[src/rtl/regfile_write_arbiter_if.sv]
// Bus bundle for regfile_write_arbiter: two writeback request ports, issue-stage claim,
// register-file write drive and scoreboard/stall observation.
interface regfile_write_arbiter_if #(
    parameter int AW = 3,
    parameter int DW = 16,
    parameter int CW = 16
);
    logic              wb0_valid;
    logic              wb0_ready;
    logic [AW-1:0]     wb0_addr;
    logic [DW-1:0]     wb0_data;
    logic              wb1_valid;
    logic              wb1_ready;
    logic [AW-1:0]     wb1_addr;
    logic [DW-1:0]     wb1_data;
    logic              claim_valid;
    logic [AW-1:0]     claim_addr;
    logic [AW-1:0]     rf_waddr;
    logic [DW-1:0]     rf_wdata;
    logic              rf_we_n;
    logic [2**AW-1:0]  busy;
    logic [CW-1:0]     stall_cnt;

    modport master (
        output wb0_valid, wb0_addr, wb0_data,
        output wb1_valid, wb1_addr, wb1_data,
        output claim_valid, claim_addr,
        input  wb0_ready, wb1_ready,
        input  rf_waddr, rf_wdata, rf_we_n, busy, stall_cnt
    );

    modport slave (
        input  wb0_valid, wb0_addr, wb0_data,
        input  wb1_valid, wb1_addr, wb1_data,
        input  claim_valid, claim_addr,
        output wb0_ready, wb1_ready,
        output rf_waddr, rf_wdata, rf_we_n, busy, stall_cnt
    );
endinterface

[src/rtl/regfile_write_arbiter.sv]
// Two-port writeback arbiter onto a single active-low register-file write port, with pending-write scoreboard.
// Define RFARB_FIXED_PRIO_EN for fixed port-0 tie priority; default is round-robin on ties.
module regfile_write_arbiter #(
    parameter int AW = 3,
    parameter int DW = 16,
    parameter int CW = 16
) (
    input  logic                      clk,
    input  logic                      rst,
    regfile_write_arbiter_if.slave    bus
);
    localparam int NR = 2**AW;

    logic [1:0]    slot_v_q, slot_v_d;
    logic [AW-1:0] addr0_q, addr0_d, addr1_q, addr1_d;
    logic [DW-1:0] data0_q, data0_d, data1_q, data1_d;
    logic [NR-1:0] busy_q, busy_d;
    logic [CW-1:0] stall_q, stall_d;
    logic [1:0]    grant;
    logic          tie;
    logic          xfer0, xfer1;
    logic          blocked;
`ifndef RFARB_FIXED_PRIO_EN
    logic          last_q, last_d;
`endif

    assign tie = slot_v_q[0] & slot_v_q[1];

    always_comb begin
        grant = slot_v_q;
        if (tie) begin
`ifdef RFARB_FIXED_PRIO_EN
            grant = 2'b01;
`else
            // last_q=1 means port 1 won the previous tie, so port 0 goes next
            grant = last_q ? 2'b01 : 2'b10;
`endif
        end
    end

    assign bus.wb0_ready = !slot_v_q[0] || grant[0];
    assign bus.wb1_ready = !slot_v_q[1] || grant[1];
    assign xfer0         = bus.wb0_valid && bus.wb0_ready;
    assign xfer1         = bus.wb1_valid && bus.wb1_ready;

    always_comb begin
        bus.rf_we_n  = 1'b1;
        bus.rf_waddr = '0;
        bus.rf_wdata = '0;
        if (grant[0]) begin
            bus.rf_we_n  = 1'b0;
            bus.rf_waddr = addr0_q;
            bus.rf_wdata = data0_q;
        end else if (grant[1]) begin
            bus.rf_we_n  = 1'b0;
            bus.rf_waddr = addr1_q;
            bus.rf_wdata = data1_q;
        end
    end

    assign bus.busy      = busy_q;
    assign bus.stall_cnt = stall_q;

    always_comb begin
        slot_v_d = slot_v_q;
        addr0_d  = addr0_q;
        addr1_d  = addr1_q;
        data0_d  = data0_q;
        data1_d  = data1_q;
        if (grant[0]) slot_v_d[0] = 1'b0;
        if (grant[1]) slot_v_d[1] = 1'b0;
        if (xfer0) begin
            slot_v_d[0] = 1'b1;
            addr0_d     = bus.wb0_addr;
            data0_d     = bus.wb0_data;
        end
        if (xfer1) begin
            slot_v_d[1] = 1'b1;
            addr1_d     = bus.wb1_addr;
            data1_d     = bus.wb1_data;
        end
    end

    // Claim is applied after the commit clear so a same-edge claim keeps the bit set
    always_comb begin
        busy_d = busy_q;
        if (!bus.rf_we_n) busy_d[bus.rf_waddr] = 1'b0;
        if (bus.claim_valid) busy_d[bus.claim_addr] = 1'b1;
    end

    assign blocked = |(slot_v_q & ~grant);

    always_comb begin
        stall_d = stall_q;
        if (blocked && (stall_q != {CW{1'b1}})) stall_d = stall_q + CW'(1);
    end

`ifndef RFARB_FIXED_PRIO_EN
    assign last_d = tie ? grant[1] : last_q;
`endif

    always_ff @(posedge clk or posedge rst) begin
        if (rst) begin
            slot_v_q <= '0;
            addr0_q  <= '0;
            addr1_q  <= '0;
            data0_q  <= '0;
            data1_q  <= '0;
            busy_q   <= '0;
            stall_q  <= '0;
`ifndef RFARB_FIXED_PRIO_EN
            last_q   <= 1'b1;
`endif
        end else begin
            slot_v_q <= slot_v_d;
            addr0_q  <= addr0_d;
            addr1_q  <= addr1_d;
            data0_q  <= data0_d;
            data1_q  <= data1_d;
            busy_q   <= busy_d;
            stall_q  <= stall_d;
`ifndef RFARB_FIXED_PRIO_EN
            last_q   <= last_d;
`endif
        end
    end
endmodule

[src/flat_wrapper.sv]
// flat-port wrapper written by rule: the top's interface ports become plain ports
module regfile_write_arbiter_flat 
#(
    parameter int AW = 3,
    parameter int DW = 16,
    parameter int CW = 16
)
  (clk, rst, bus_wb0_valid, bus_wb0_addr, bus_wb0_data, bus_wb1_valid, bus_wb1_addr, bus_wb1_data, bus_claim_valid, bus_claim_addr, bus_wb0_ready, bus_wb1_ready, bus_rf_waddr, bus_rf_wdata, bus_rf_we_n, bus_busy, bus_stall_cnt);
  regfile_write_arbiter_if #(.AW(AW), .DW(DW), .CW(CW)) bus_i ();
  input  logic clk;
  input  logic rst;
  input wire logic [$bits(bus_i.wb0_valid)-1:0] bus_wb0_valid;
  input wire logic [$bits(bus_i.wb0_addr)-1:0] bus_wb0_addr;
  input wire logic [$bits(bus_i.wb0_data)-1:0] bus_wb0_data;
  input wire logic [$bits(bus_i.wb1_valid)-1:0] bus_wb1_valid;
  input wire logic [$bits(bus_i.wb1_addr)-1:0] bus_wb1_addr;
  input wire logic [$bits(bus_i.wb1_data)-1:0] bus_wb1_data;
  input wire logic [$bits(bus_i.claim_valid)-1:0] bus_claim_valid;
  input wire logic [$bits(bus_i.claim_addr)-1:0] bus_claim_addr;
  output wire logic [$bits(bus_i.wb0_ready)-1:0] bus_wb0_ready;
  output wire logic [$bits(bus_i.wb1_ready)-1:0] bus_wb1_ready;
  output wire logic [$bits(bus_i.rf_waddr)-1:0] bus_rf_waddr;
  output wire logic [$bits(bus_i.rf_wdata)-1:0] bus_rf_wdata;
  output wire logic [$bits(bus_i.rf_we_n)-1:0] bus_rf_we_n;
  output wire logic [$bits(bus_i.busy)-1:0] bus_busy;
  output wire logic [$bits(bus_i.stall_cnt)-1:0] bus_stall_cnt;
  assign bus_i.wb0_valid = bus_wb0_valid;
  assign bus_i.wb0_addr = bus_wb0_addr;
  assign bus_i.wb0_data = bus_wb0_data;
  assign bus_i.wb1_valid = bus_wb1_valid;
  assign bus_i.wb1_addr = bus_wb1_addr;
  assign bus_i.wb1_data = bus_wb1_data;
  assign bus_i.claim_valid = bus_claim_valid;
  assign bus_i.claim_addr = bus_claim_addr;
  assign bus_wb0_ready = bus_i.wb0_ready;
  assign bus_wb1_ready = bus_i.wb1_ready;
  assign bus_rf_waddr = bus_i.rf_waddr;
  assign bus_rf_wdata = bus_i.rf_wdata;
  assign bus_rf_we_n = bus_i.rf_we_n;
  assign bus_busy = bus_i.busy;
  assign bus_stall_cnt = bus_i.stall_cnt;
  regfile_write_arbiter #(.AW(AW), .DW(DW), .CW(CW)) u_core (.clk(clk), .rst(rst), .bus(bus_i));
endmodule
[config.mk]
export PLATFORM = sky130hd
export DESIGN_NAME = regfile_write_arbiter_flat
export DESIGN_NICKNAME = d
export VERILOG_FILES = /design/src/rtl/regfile_write_arbiter_if.sv /design/src/rtl/regfile_write_arbiter.sv /design/src/flat_wrapper.sv
export SDC_FILE = /design/constraint.sdc
export NUM_CORES = 1
export LEC_CHECK = 0
export BUFFER_PORTS_ARGS = -buffer_cell sky130_fd_sc_hd__buf_4
export CAP_MARGIN = 25
export CELL_PAD_IN_SITES_DETAIL_PLACEMENT = 0
export CELL_PAD_IN_SITES_GLOBAL_PLACEMENT = 1
export CORE_MARGIN = 1.5
export CORE_UTILIZATION = 36
export DETAILED_ROUTE_END_ITERATION = 12
export MAX_ROUTING_LAYER = met4
export PLACE_DENSITY_LB_ADDON = 0.1
export SLEW_MARGIN = 20
export SYNTH_ARGS = -nofsm -noshare
export SYNTH_HDL_FRONTEND = slang
export SYNTH_SLANG_ARGS = --single-unit
[constraint.sdc]
create_clock -name clk -period 2.6 [get_ports clk]
set_clock_uncertainty 0.2 [all_clocks]
set_input_delay 0.78 -clock clk [delete_from_list [all_inputs] [get_ports clk]]
set_output_delay 0.78 -clock clk [all_outputs]
set_load 0.05 [all_outputs]
Yosys cells after proc, flatten, opt, wreduce, memory -nomap -nowiden
Cells that the tools add are included.

storage, ports and cells
  input bits = 46
  output and inout port bits = 46
  bits in registers = 65

operators by class
  bitwise operators = 6
  $lt $le $gt $ge = 4
  add/sub/neg operators = 1
  mux-type cells = 18
  reductions and logical operators = 12
  equal/unequal tests = 1

operator list
  kind                                                         count
  2-to-1 mux 16 bit                                            2
  adder 16 x 1 -> 16 bit (second input constant)               1
  2-to-1 mux 8 bit                                             2
  != test 16 bit (second input constant)                       1
  bitwise AND 8 bit                                            1
  less-than comparator 3 x 4 -> 1 bit (second input constant)  2
  2-to-1 mux 1 bit                                             8
  NOT 8 bit                                                    1
  OR 8 bit                                                     1
  demux 1 bit (select 3 bit)                                   2
  >= comparator 3 x 1 -> 1 bit (second input constant)         2
  2-to-1 mux 3 bit                                             2
  logical AND 1 bit                                            5
  2-to-1 mux 2 bit                                             2
  nonzero test 2 bit                                           2
  bitwise AND 2 bit                                            1
  logical NOT 1 bit                                            2
  logical OR 1 bit                                             2
  NOT 2 bit                                                    1
  OR reduction 2 bit                                           1
  bitwise AND 1 bit                                            1

Longest topological paths before layout
Gate-level depths: netlist of the first run.

  depth in word-level cells = 13
  gate-level depth with buffers = 7
  gate-level depth less buffers = 5

Worst setup path after synthesis of the first run
No wires, ideal clock.

  path kind = reg2out
  start point = register u_core.last_q
  end point = output port bus_rf_wdata[10]
  stages on the path, launching flop included = 6
  slack = -0.079 ns
  arrival = 1.699 ns
  cell sequence = dfstp_2 -> nand2b_1 -> and2_0 -> clkbuf_1 -> buf_2 -> a22o_1

between the ends
  longest elaborated chain between the ends = 4

ends and longest elaborated chain
  item                    RTL line                      RTL
  start, declared         regfile_write_arbiter.sv:24   logic last_q, last_d;
  start signal, assigned  regfile_write_arbiter.sv:123  last_q <= last_d;
  2-to-1 mux 2 bit *      regfile_write_arbiter.sv:36   grant = last_q ? 2'b01 : 2'b10;
  2-to-1 mux 2 bit *      regfile_write_arbiter.sv:31   if (tie) begin
  2-to-1 mux 16 bit       regfile_write_arbiter.sv:54   end else if (grant[1]) begin
  2-to-1 mux 16 bit *     regfile_write_arbiter.sv:50   if (grant[0]) begin
  end, declared           flat_wrapper.sv:23            output wire logic [$bits(bus_i.rf_wdata)-1:0] bus_rf_wdata;

Every way passes the cells marked *; elsewhere a longest branch is shown, timed or not.

Worst setup path after layout of the first run
  start point = register u_core.last_q
  end point = output port bus_rf_wdata[1]

Same word-level chain as after synthesis.

==> run summary, run 1 <==
status - complete, but fails checks
failing checks - setup timing
Syn. warnings - 0
GP Congestion - 0.775
Post-Synthesis Cell Area - 2960 sq um
largest net degree at the start of global routing - 66
die width - 93.7 um
Tcrit/Tclk final - 101%
global-route wire length before repair - 10900 um
hold buffer count at CTS - 0
setup TNS - -0.0504 ns
RSZ-0062 raised after global routing - yes
slowest CP cell - dfstp_2
CTS buffer count - 9
crit end category - primary output
syn_area_per_cell - 12.8 sq um
initial antenna violation count - 0
crit path time final - 2.62 ns
fin cells - 444
critical path startpoint category - register
maxcap violations - 0
asr flop ratio synth - 100%
CTS tree - yes
CTS sink count - 65
clock latency on the worst-skew pair - 0.34 ns
first drt pass iteration count - 4
DRC - 0
wire length per cell - 15.5 um
Final Hold Vio Count - 0
setup violators final - 7
cells along the critical path - nand2b_4 > and2_4 > buf_12 > a22o_1 > buf_6
Post-synth EDFFs - 0
arrival time at the worst endpoint - 1.64 ns
post-synth cell types - 45
vias in the first global route - 2235
DRT iter0 DRCs - 50
share of cells above drive strength 1 - 55.8%
Slew Viols, Final - 0
critical path class - reg -> out
register area share after synthesis - 55.0%
Initial Util - 37.7%
IO Port Bufs - 91
Clk Tree Root Cell - clkbuf_8
R2R setup slack - 0.46 ns
clock slew seen by the registers of the worst setup and hold paths - 0.07 ns
Worst Path Required - 1.62 ns
Area Growth Syn to Fin - 44.7%
FILL cells - 726
Overflow after GRT - 0
post-detailed-route count of antenna-violating nets - 0
slew at the pin with the worst max-slew slack - 0.542 ns
CP delay by family, top - flip-flops
synthesis-stage register bit count - 65
Top Ports - 92
Die Y - 93.7 um
DRT Wirelength - 6900 um
relative slew slack - 63.6%
via/cell ratio - 4.92
Synth Instances - 231
Post-DP HPWL - 4760 um
VDD IR-drop max - 0.000616 V
CTS H-tree lvls - 3
placed insts - 426
GRT Util Overall - 16.9%
Hold Crit Class - reg -> reg
Buf+Inv Stages, Crit Path - 2
ys flop type - dfrtp_1
syn nets - 278
Lkg Pwr - 1.99 nW
vias - 2185
Placement Rows - 32
die area - 8780 sq um
max incr delay on CP - 0.55 ns
Max FO, Critical Path - 8
Core Area - 7850 sq um
# nets final - 385
pwr dens - 1160 nW/um^2
setup ws final - -0.0157 ns
Max Buffers Root-to-Sink - 2
n_diodes - 0
Fmax achieved - 0.382 GHz
power breakdown:
part	internal [mW]	switching (mW)	total, mW
Sequential	1.30	0.238	1.54
Combinational	1.07	1.49	2.57
Clock	0.487	0.372	0.859
layout make-up:
type,instances,area (sq um),area share [%]
flip-flops and latches,65,1630,38.0
repair buffers,105,938,21.9
inverters,8,33.8,0.788
clock buffers,12,155,3.62
well taps,102,128,2.98
multi-input cells,149,1360,31.8
clock inverters,3,40.0,0.934
synthesized netlist by cell type, types with 2 or more instances:
library cell | n | share of area [%]
a32oi_1 | 4 | 1.2
o31ai_1 | 6 | 1.5
xor2_1 | 10 | 3.0
xnor2_1 | 4 | 1.2
or2_2 | 3 | 0.63
nor2_1 | 3 | 0.38
buf_2 | 5 | 0.84
nor3_1 | 6 | 1.0
mux2_2 | 39 | 15
nand3_1 | 7 | 1.2
clkbuf_1 | 2 | 0.25
a22o_1 | 16 | 4.7
nand2_1 | 10 | 1.3
a21oi_1 | 2 | 0.34
o21ai_0 | 6 | 1.0
dfrtp_1 | 64 | 54
nand2b_1 | 6 | 1.3
nor4_1 | 3 | 0.63
inv_1 | 8 | 1.0
o22ai_1 | 2 | 0.42
tightest hold or removal path, stage by stage, from the launching register on:
cell and delay (ns):
dfrtp_1 0.34, o31ai_1 0.06, o21ai_0 0.06
sequential cells by signal, summed over array words and instances (netlist names):
| register | count |
|---|---|
| u_core.addr1_q | 3 |
| u_core.addr0_q | 3 |
| u_core.bus.busy | 8 |
| u_core.data1_q | 16 |
| u_core.slot_v_q | 2 |
| u_core.last_q | 1 |
| u_core.data0_q | 16 |
| u_core.bus.stall_cnt | 16 |
routing by layer:
metal	part of all wire (%)	global-route usage, %	wire (um)
met1	44	21.5	3030
met2	48	26.0	3300
met3	6.4	3.88	441
met4	1.8	7.09	126
met5	0	-	0
placed cells by master (no fill, tap or decap), types with 6 or more instances in the layout:
cell type,netlist,layout
xor2_1,10,10
nor3_1,6,6
dfrtp_1,64,63
a22o_4,0,8
o21ai_0,6,6
clkbuf_8,0,11
o31ai_1,6,6
nand2_1,10,10
buf_6,1,10
buf_4,1,83
a22o_1,16,6
buf_8,0,9
nand3_1,7,7
mux2_2,39,39
metrics by stage:
step	worst slack, ns	util, %	total power [mW]	hold slack, ns	cell area [sq um]
2_1_floorplan	0.0577	-	3.08	0.254	2980
5_1_grt	-0.0752	54.6	5.20	0.317	4290
4_1_cts	-0.0266	53.3	4.86	0.307	4180
3_3_place_gp	0.283	49.0	3.76	0.276	3850
6_report	-0.0157	54.6	4.96	0.297	4290
3_5_place_dp	0.259	49.0	3.79	0.278	3850
kinds of logic (layout without fill, tap and decap cells):
group | count (synthesis) | after routing | synth area share [%]
muxes | 40 | 40 | 15.3
adders and majority gates | 1 | 1 | 0.422
DFF | 65 | 65 | 55.0
buffers and inverters | 17 | 128 | 2.75
AOI/OAI and AO/OA | 39 | 39 | 10.0
xor gates and xnor gates | 14 | 14 | 4.14
and+or+nand+nor | 55 | 55 | 12.4
path summary, 6_finish.rpt:
path,from,to,depth (start not counted)
worst max-delay path,u_core.last_q$_DFFE_PP1P_,bus_rf_wdata[1],5
max in group asynchronous,rst,u_core.last_q$_DFFE_PP1P_,3
worst min register to register,u_core.bus.busy[5]$_DFF_PP0_,u_core.bus.busy[5]$_DFF_PP0_,2
min in group asynchronous,rst,u_core.bus.stall_cnt[1]$_DFFE_PP0P_,3
worst max register to register,u_core.bus.stall_cnt[0]$_DFFE_PP0P_,u_core.bus.stall_cnt[1]$_DFFE_PP0P_,5
worst min-delay path,u_core.bus.busy[5]$_DFF_PP0_,u_core.bus.busy[5]$_DFF_PP0_,2
timing repair:
action	4_1_cts	5_1_grt
endpoints found under the setup margin	18	19
setup buffers	1	1
gates resized for setup	28	19
cloned	1	0
pin swaps	1	4
endpoints found under the hold margin	0	0
(Power assumes the default switching activity.)
==> run 2, diff against run 1 <==
--- a/config.mk
+++ b/config.mk
@@ -9,6 +9,7 @@
 export CAP_MARGIN = 25
 export CELL_PAD_IN_SITES_DETAIL_PLACEMENT = 0
 export CELL_PAD_IN_SITES_GLOBAL_PLACEMENT = 1
+export CORE_ASPECT_RATIO = 0.75
 export CORE_MARGIN = 1.5
 export CORE_UTILIZATION = 36
 export DETAILED_ROUTE_END_ITERATION = 12
==> run 2 against run 1 <==
  * Cell count increased by 0.68%
  * Largest power group unchanged
  * Critical path type unchanged
  * Register-to-register slack got worse by 0.05 ns
  * The flow still finishes with violations (setup timing)
  * Sequential power about the same
  * Wire length is 0.28% higher
  * Non-clock buffer count shrank 1
  * Clock power up 14%
  * Combinational power is 4% lower
  * Sequential share of layout area is 0.48 points higher
  * Clock-buffer cell count fell by 1
  * Die area about the same
  * Via count increased by 1.5%
==> run summary, run 2 (synthesis gave the netlist of run 1 again) <==
Initial Util - 37.4% (was 37.7%)
GR peak layer - met2 (unchanged)
IO Port Bufs - 91 (unchanged)
clock slew seen by the registers of the worst setup and hold paths - 0.07 ns (about the same)
first drt pass iteration count - 4 (unchanged)
vias - 2218 (was 2185)
# nets final - 384 (was 385)
Critical path origin - u_core.last_q$_DFFE_PP1P_ (unchanged)
pwr dens - 1170 nW/um^2 (was 1160 nW/um^2)
Design Area, Final - 4240 sq um (was 4290 sq um)
commonest non-fill, non-tap cells in the layout - 80 x buf_4, 62 x dfrtp_1, 39 x mux2_2 (was 83 x buf_4, 63 x dfrtp_1, 39 x mux2_2)
global-route wire length before repair - 11200 um (was 10900 um)
status - complete, but fails checks (unchanged)
CTS tree - yes (unchanged)
Die Y - 81.6 um (was 93.7 um)
slew at the pin with the worst max-slew slack - 0.589 ns (was 0.542 ns)
footprint of the multi-input gates - 1290 sq um (was 1360 sq um)
Area Growth Syn to Fin - 43.0% (was 44.7%)
Worst Path Required - 1.62 ns (about the same)
met2 Use GR - 24.5% (was 26.0%)
slowest CP cell - dfstp_2 (unchanged)
Hold Crit Start - u_core.data0_q[14]$_DFFE_PP0P_ (was u_core.bus.busy[5]$_DFF_PP0_)
setup ws final - -0.0441 ns (was -0.0157 ns)
critical path startpoint category - register (unchanged)
CTS sink count - 65 (unchanged)
Buf+Inv Stages, Crit Path - 3 (was 2)
post-detailed-route count of antenna-violating nets - 0 (unchanged)
DP Worst Slack - 0.236 ns (was 0.259 ns)
crit end category - primary output (unchanged)
placed insts - 427 (was 426)
Core Area - 7920 sq um (was 7850 sq um)
FILL cells - 752 (was 726)
Total Power - 4.95 mW (was 4.96 mW)
share of cells above drive strength 1 - 55.8% (unchanged)
Tcrit/Tclk final - 102% (was 101%)
setup violators final - 16 (was 7)
n_diodes - 0 (unchanged)
RSZ-0062 raised after global routing - yes (unchanged)
Fmax achieved - 0.378 GHz (was 0.382 GHz)
reg-to-reg critical path startpoint - u_core.bus.stall_cnt[0]$_DFFE_PP0P_ (unchanged)
Max FO, Critical Path - 16 (was 8)
maxcap violations - 0 (unchanged)
DRC - 0 (unchanged)
GP Congestion - 0.762 (was 0.775)
met1 Use GR - 23.7% (was 21.5%)
cells along the critical path - buf_6 > a21boi_4 > buf_12 > a22o_2 > buf_6 (was nand2b_4 > and2_4 > buf_12 > a22o_1 > buf_6)
CP endpoint - bus_rf_wdata[14] (was bus_rf_wdata[1])
met3 Usage GRT - 5.79% (was 3.88%)
Overflow after GRT - 0 (unchanged)
die width - 108 um (was 93.7 um)
arrival time at the worst endpoint - 1.66 ns (was 1.64 ns)
clock latency on the worst-skew pair - 0.33 ns (was 0.34 ns)
relative slew slack - 60.4% (was 63.6%)
largest net degree at the start of global routing - 66 (unchanged)
GRT Util Overall - 17.5% (was 16.9%)
max incr delay on CP - 0.56 ns (was 0.55 ns)
CTS buffer count - 9 (unchanged)
Slew Viols, Final - 0 (unchanged)
die area - 8790 sq um (was 8780 sq um)
Hold Crit Class - reg -> reg (unchanged)
VDD IR-drop max - 0.000533 V (was 0.000616 V)
DRT iter0 DRCs - 62 (was 50)
vias in the first global route - 2182 (was 2235)
WP depth - 5 (unchanged)
CP delay by family, top - flip-flops (unchanged)
Lkg Pwr - 1.96 nW (was 1.99 nW)
Final Hold Vio Count - 0 (unchanged)
critical path class - reg -> out (unchanged)
register area - 1630 sq um (about the same)
Placement Rows - 28 (was 32)
Clk Tree Root Cell - clkbuf_8 (unchanged)
via/cell ratio - 4.96 (was 4.92)
Max Buffers Root-to-Sink - 2 (unchanged)
wire length per cell - 15.5 um (about the same)
instance area at placement - 3840 sq um (was 3850 sq um)
setup TNS - -0.477 ns (was -0.0504 ns)
DRT Wirelength - 6920 um (was 6900 um)
Post-DP HPWL - 4700 um (was 4760 um)
initial antenna violation count - 0 (unchanged)
Top Ports - 92 (unchanged)
R2R setup slack - 0.41 ns (was 0.46 ns)
R2R Path End - u_core.bus.stall_cnt[1]$_DFFE_PP0P_ (unchanged)
worst-case reg-to-reg path depth - 5 (unchanged)
failing checks - setup timing (unchanged)
Most common cell on crit path - buf_6
most common cell after layout, fill and taps aside - buf_4 (unchanged)
fin cells - 447 (was 444)
crit path time final - 2.64 ns (was 2.62 ns)
CTS H-tree lvls - 3 (unchanged)
## run 2: worst min path at each step
| stage | endpoint | cells after the start |
|---|---|---|
| floorplan | u_core.last_q$_DFFE_PP1P_ | 2 |
| global placement | u_core.last_q$_DFFE_PP1P_ | 2 |
| detailed placement | u_core.last_q$_DFFE_PP1P_ | 2 |
| CTS | u_core.data0_q[2]$_DFFE_PP0P_ | 1 |
| global route | u_core.data0_q[2]$_DFFE_PP0P_ | 1 |
| finish | u_core.data0_q[14]$_DFFE_PP0P_ | 1 |
## run 2: report_power, final
group / switching [mW] / internal, mW / leakage (nW)
registers: 0.217 / 1.30 / 0.782
clock network: 0.391 / 0.589 / 0.115
logic: 1.47 / 0.990 / 1.07
## run 2: cell type report
cell class	instances	area share, %
clock buffer	11	3.57
clock inverter	5	1.83
inverter	8	0.798
multi-input combinational	149	30.5
sequential	65	38.5
tap	105	3.10
timing repair buffer	104	21.7
## run 2: through the flow
step,hold WS (ns),util (%)
5_1_grt,0.314,53.5
3_3_place_gp,0.278,48.5
6_report,0.308,53.5
3_5_place_dp,0.283,48.5
2_1_floorplan,0.254,-
4_1_cts,0.310,53.3
## run 2: timing repair
| item | CTS | global route |
|---|---|---|
| hold buffers | 0 | 0 |
| resized for setup | 31 | 4 |
| endpoints found under the setup margin | 18 | 20 |
| pin swaps | 2 | 1 |
| gates cloned | 1 | 0 |
| buffers inserted | 2 | 1 |
## run 2: routing by layer
layer / vias to the layer above / wire length (um)
li1: 1061 / -
met1: 1092 / 3330
met2: 58 / 3090
met3: 7 / 438
met4: 0 / 60
met5: - / 0
==> run 3, diff against run 2 <==
--- a/config.mk
+++ b/config.mk
@@ -5,14 +5,14 @@
 export SDC_FILE = /design/constraint.sdc
 export NUM_CORES = 1
 export LEC_CHECK = 0
-export BUFFER_PORTS_ARGS = -buffer_cell sky130_fd_sc_hd__buf_4
 export CAP_MARGIN = 25
 export CELL_PAD_IN_SITES_DETAIL_PLACEMENT = 0
 export CELL_PAD_IN_SITES_GLOBAL_PLACEMENT = 1
 export CORE_ASPECT_RATIO = 0.75
 export CORE_MARGIN = 1.5
-export CORE_UTILIZATION = 36
+export CORE_UTILIZATION = 53
 export DETAILED_ROUTE_END_ITERATION = 12
+export DONT_BUFFER_PORTS = 1
 export MAX_ROUTING_LAYER = met4
 export PLACE_DENSITY_LB_ADDON = 0.1
 export SLEW_MARGIN = 20
==> constraint.sdc (replaced) <==
create_clock -name clk -period 3.4 [get_ports clk]
set_clock_uncertainty 0.2 [all_clocks]
set_input_delay 1.02 -clock clk [delete_from_list [all_inputs] [get_ports clk]]
set_output_delay 1.02 -clock clk [all_outputs]
set_load 0.05 [all_outputs]
==> run 3 against run 2 <==
  * The flow now finishes without violations
  * Sequential power decreased by 3%
  * Die area fell by 31%
  * Via count fell by 10%
  * Global-route usage increased by 5.9 points
  * Critical path depth shrank 2
  * Setup slack better by 0.26 ns
  * Wire length fell by 7.4%
  * Utilization grew 14 points
  * Sequential cell count unchanged
  * Sequential share of layout area up 6.8 points
  * Critical path type unchanged
  * Largest cell class unchanged
==> run summary, run 3 (synthesis gave the netlist of run 1 again) <==
status - complete, no violations (was complete, but fails checks)
post-detailed-route count of antenna-violating nets - 0 (unchanged)
reg-to-reg critical path startpoint - u_core.bus.stall_cnt[1]$_DFFE_PP0P_ (was u_core.bus.stall_cnt[0]$_DFFE_PP0P_)
pwr dens - 983 nW/um^2 (was 1170 nW/um^2)
R2R Path End - u_core.bus.stall_cnt[1]$_DFFE_PP0P_ (unchanged)
n_diodes - 0 (unchanged)
setup TNS - 0 ns (was -0.477 ns)
clock slew seen by the registers of the worst setup and hold paths - 0.07 ns (about the same)
slew at the pin with the worst max-slew slack - 0.645 ns (was 0.589 ns)
GRT Util Overall - 23.3% (was 17.5%)
Top Ports - 92 (unchanged)
# nets final - 305 (was 384)
Psw - 1.57 mW (was 2.08 mW)
Max FO, Critical Path - 10 (was 16)
wire length per cell - 19.0 um (was 15.5 um)
max incr delay on CP - 0.49 ns (was 0.56 ns)
P_int - 1.96 mW (was 2.88 mW)
crit path time final - 3.18 ns
Design Area, Final - 3590 sq um (was 4240 sq um)
share of cells above drive strength 1 - 36.1% (was 55.8%)
global-route wire length before repair - 9920 um (was 11200 um)
critical path startpoint category - register (unchanged)
Post-DP HPWL - 4730 um (was 4700 um)
Hold Path End - u_core.last_q$_DFFE_PP1P_ (was u_core.data0_q[14]$_DFFE_PP0P_)
clock power share - 18.1% (was 19.8%)
Total Power - 3.53 mW (was 4.95 mW)
IO Port Bufs - 0 (was 91)
Die Y - 67.7 um (was 81.6 um)
Core Area - 5350 sq um (was 7920 sq um)
slowest CP cell - dfrtp_1 (was dfstp_2)
largest net degree at the start of global routing - 25 (was 66)
arrival time at the worst endpoint - 1.96 ns (was 1.66 ns)
Overflow after GRT - 0 (unchanged)
Lkg Pwr - 1.57 nW (was 1.96 nW)
CTS sink count - 65 (unchanged)
Max Buffers Root-to-Sink - 2 (unchanged)
first drt pass iteration count - 4 (unchanged)
Post-CTS Resized - 0 (was 31)
Placement Rows - 23 (was 28)
vias in the first global route - 2016 (was 2182)
Slew Viols, Final - 0 (unchanged)
crit end category - primary output (unchanged)
setup violators final - 0 (was 16)
RSZ-0062 raised after global routing - no (was yes)
Worst Path Required - 2.18 ns (was 1.62 ns)
Hold Crit Class - reg -> reg (unchanged)
relative slew slack - 57.0% (was 60.4%)
worst-case reg-to-reg path depth - 5 (unchanged)
R2R setup slack - 0.88 ns (was 0.41 ns)
instance area at placement - 3400 sq um (was 3840 sq um)
DRT Wirelength - 6410 um (was 6920 um)
initial antenna violation count - 0 (unchanged)
CTS H-tree lvls - 3 (unchanged)
CTS tree - yes (unchanged)
most common cell after layout, fill and taps aside - dfrtp_1 (was buf_4)
Hold Crit Start - u_core.last_q$_DFFE_PP1P_ (was u_core.data0_q[14]$_DFFE_PP0P_)
vias - 1989 (was 2218)
Clk Tree Root Cell - clkbuf_8 (unchanged)
DRC - 0 (unchanged)
cells along the critical path - a21boi_2 > a32oi_1 > inv_1 (was buf_6 > a21boi_4 > buf_12 > a22o_2 > buf_6)
clock latency on the worst-skew pair - 0.33 ns (about the same)
commonest non-fill, non-tap cells in the layout - 64 x dfrtp_1, 39 x mux2_2, 16 x a22o_1, 16 x buf_12 (was 80 x buf_4, 62 x dfrtp_1, 39 x mux2_2)
Area Growth Syn to Fin - 21.3% (was 43.0%)
critical path class - reg -> out (unchanged)
WHS Path Cells - 2 (was 1)
Tcrit/Tclk final - 93.6%
hold buffer count at CTS - 0 (unchanged)
Initial Util - 55.3% (was 37.4%)
Final Hold Vio Count - 0 (unchanged)
setup bufs post-CTS - 0 (was 2)
CTS buffer count - 9 (unchanged)
Switching Share - 44.5% (was 41.9%)
VDD IR-drop max - 0.000556 V (was 0.000533 V)
sequential fraction of design power - 41.7% (was 30.6%)
die width - 89.3 um (was 108 um)
via/cell ratio - 5.88 (was 4.96)
maxcap violations - 0 (unchanged)
Logic pwr share - 40.2% (was 49.6%)
Fmax achieved - 0.314 GHz
DRT iter0 DRCs - 108 (was 62)
GP Congestion - 0.871 (was 0.762)
die area - 6050 sq um (was 8790 sq um)
==> run 3: layout make-up <==
cell class                      instances  area, sq um
Tap cell                               75         93.8
Clock buffer                            9          124
Sequential cell                        65         1630
Timing Repair Buffer                   25          388
Inverter                                8         30.0
Fill cell                             404         1760
Clock inverter                          7         71.3
Multi-Input combinational cell        149         1260
==> run 3: worst max-delay path by stage <==
stage                                              start          endpoint  slack [ns]  cells past startpoint
after detailed placement  u_core.slot_v_q[0]$_DFFE_PP0P_   bus_rf_waddr[1]        0.60                      3
after global routing      u_core.slot_v_q[0]$_DFFE_PP0P_   bus_rf_waddr[1]        0.09                      3
final                     u_core.slot_v_q[0]$_DFFE_PP0P_   bus_rf_waddr[1]        0.22                      3
after global placement    u_core.slot_v_q[0]$_DFFE_PP0P_   bus_rf_wdata[0]        0.70                      4
after CTS                 u_core.slot_v_q[0]$_DFFE_PP0P_   bus_rf_waddr[1]        0.22                      3
after floorplan                u_core.last_q$_DFFE_PP1P_  bus_rf_wdata[10]        0.48                      5
==> run 3: stage by stage <==
| stage | hold WS, ns | utilization, % | instances | worst slack (ns) |
|---|---|---|---|---|
| 5_1_grt | 0.299 | 67.1 | 338 | 0.0887 |
| 3_5_place_dp | 0.280 | 63.4 | 322 | 0.602 |
| 6_report | 0.293 | 67.1 | 338 | 0.217 |
| 4_1_cts | 0.290 | 67.1 | 338 | 0.218 |
| 3_3_place_gp | 0.280 | 63.4 | 322 | 0.696 |
| 2_1_floorplan | 0.254 | - | 231 | 0.481 |
==> run 3: critical path, delay by kind of cell (launching register included) <==
| kind | cells | cell delay, ns |
|---|---|---|
| AO/OA/AOI/OAI | 2 | 0.66 |
| flip-flops | 1 | 0.49 |
| buffers and inverters | 1 | 0.48 |
==> run 3: power by group through the flow <==
stage | logic (mW) | clock network, mW | registers (mW)
global placement | 1.39 | 0 | 1.47
CTS | 1.43 | 0.652 | 1.47
detailed placement | 1.42 | 0 | 1.49
global route | 1.50 | 0.688 | 1.50
finish | 1.42 | 0.638 | 1.47
floorplan | 0.914 | 0 | 1.43
==> run 3: layer usage <==
layer	track usage (%)	share of wire (%)
met5	-	0
met4	6.73	1.3
met3	11.2	9.6
met2	35.7	48
met1	27.5	41
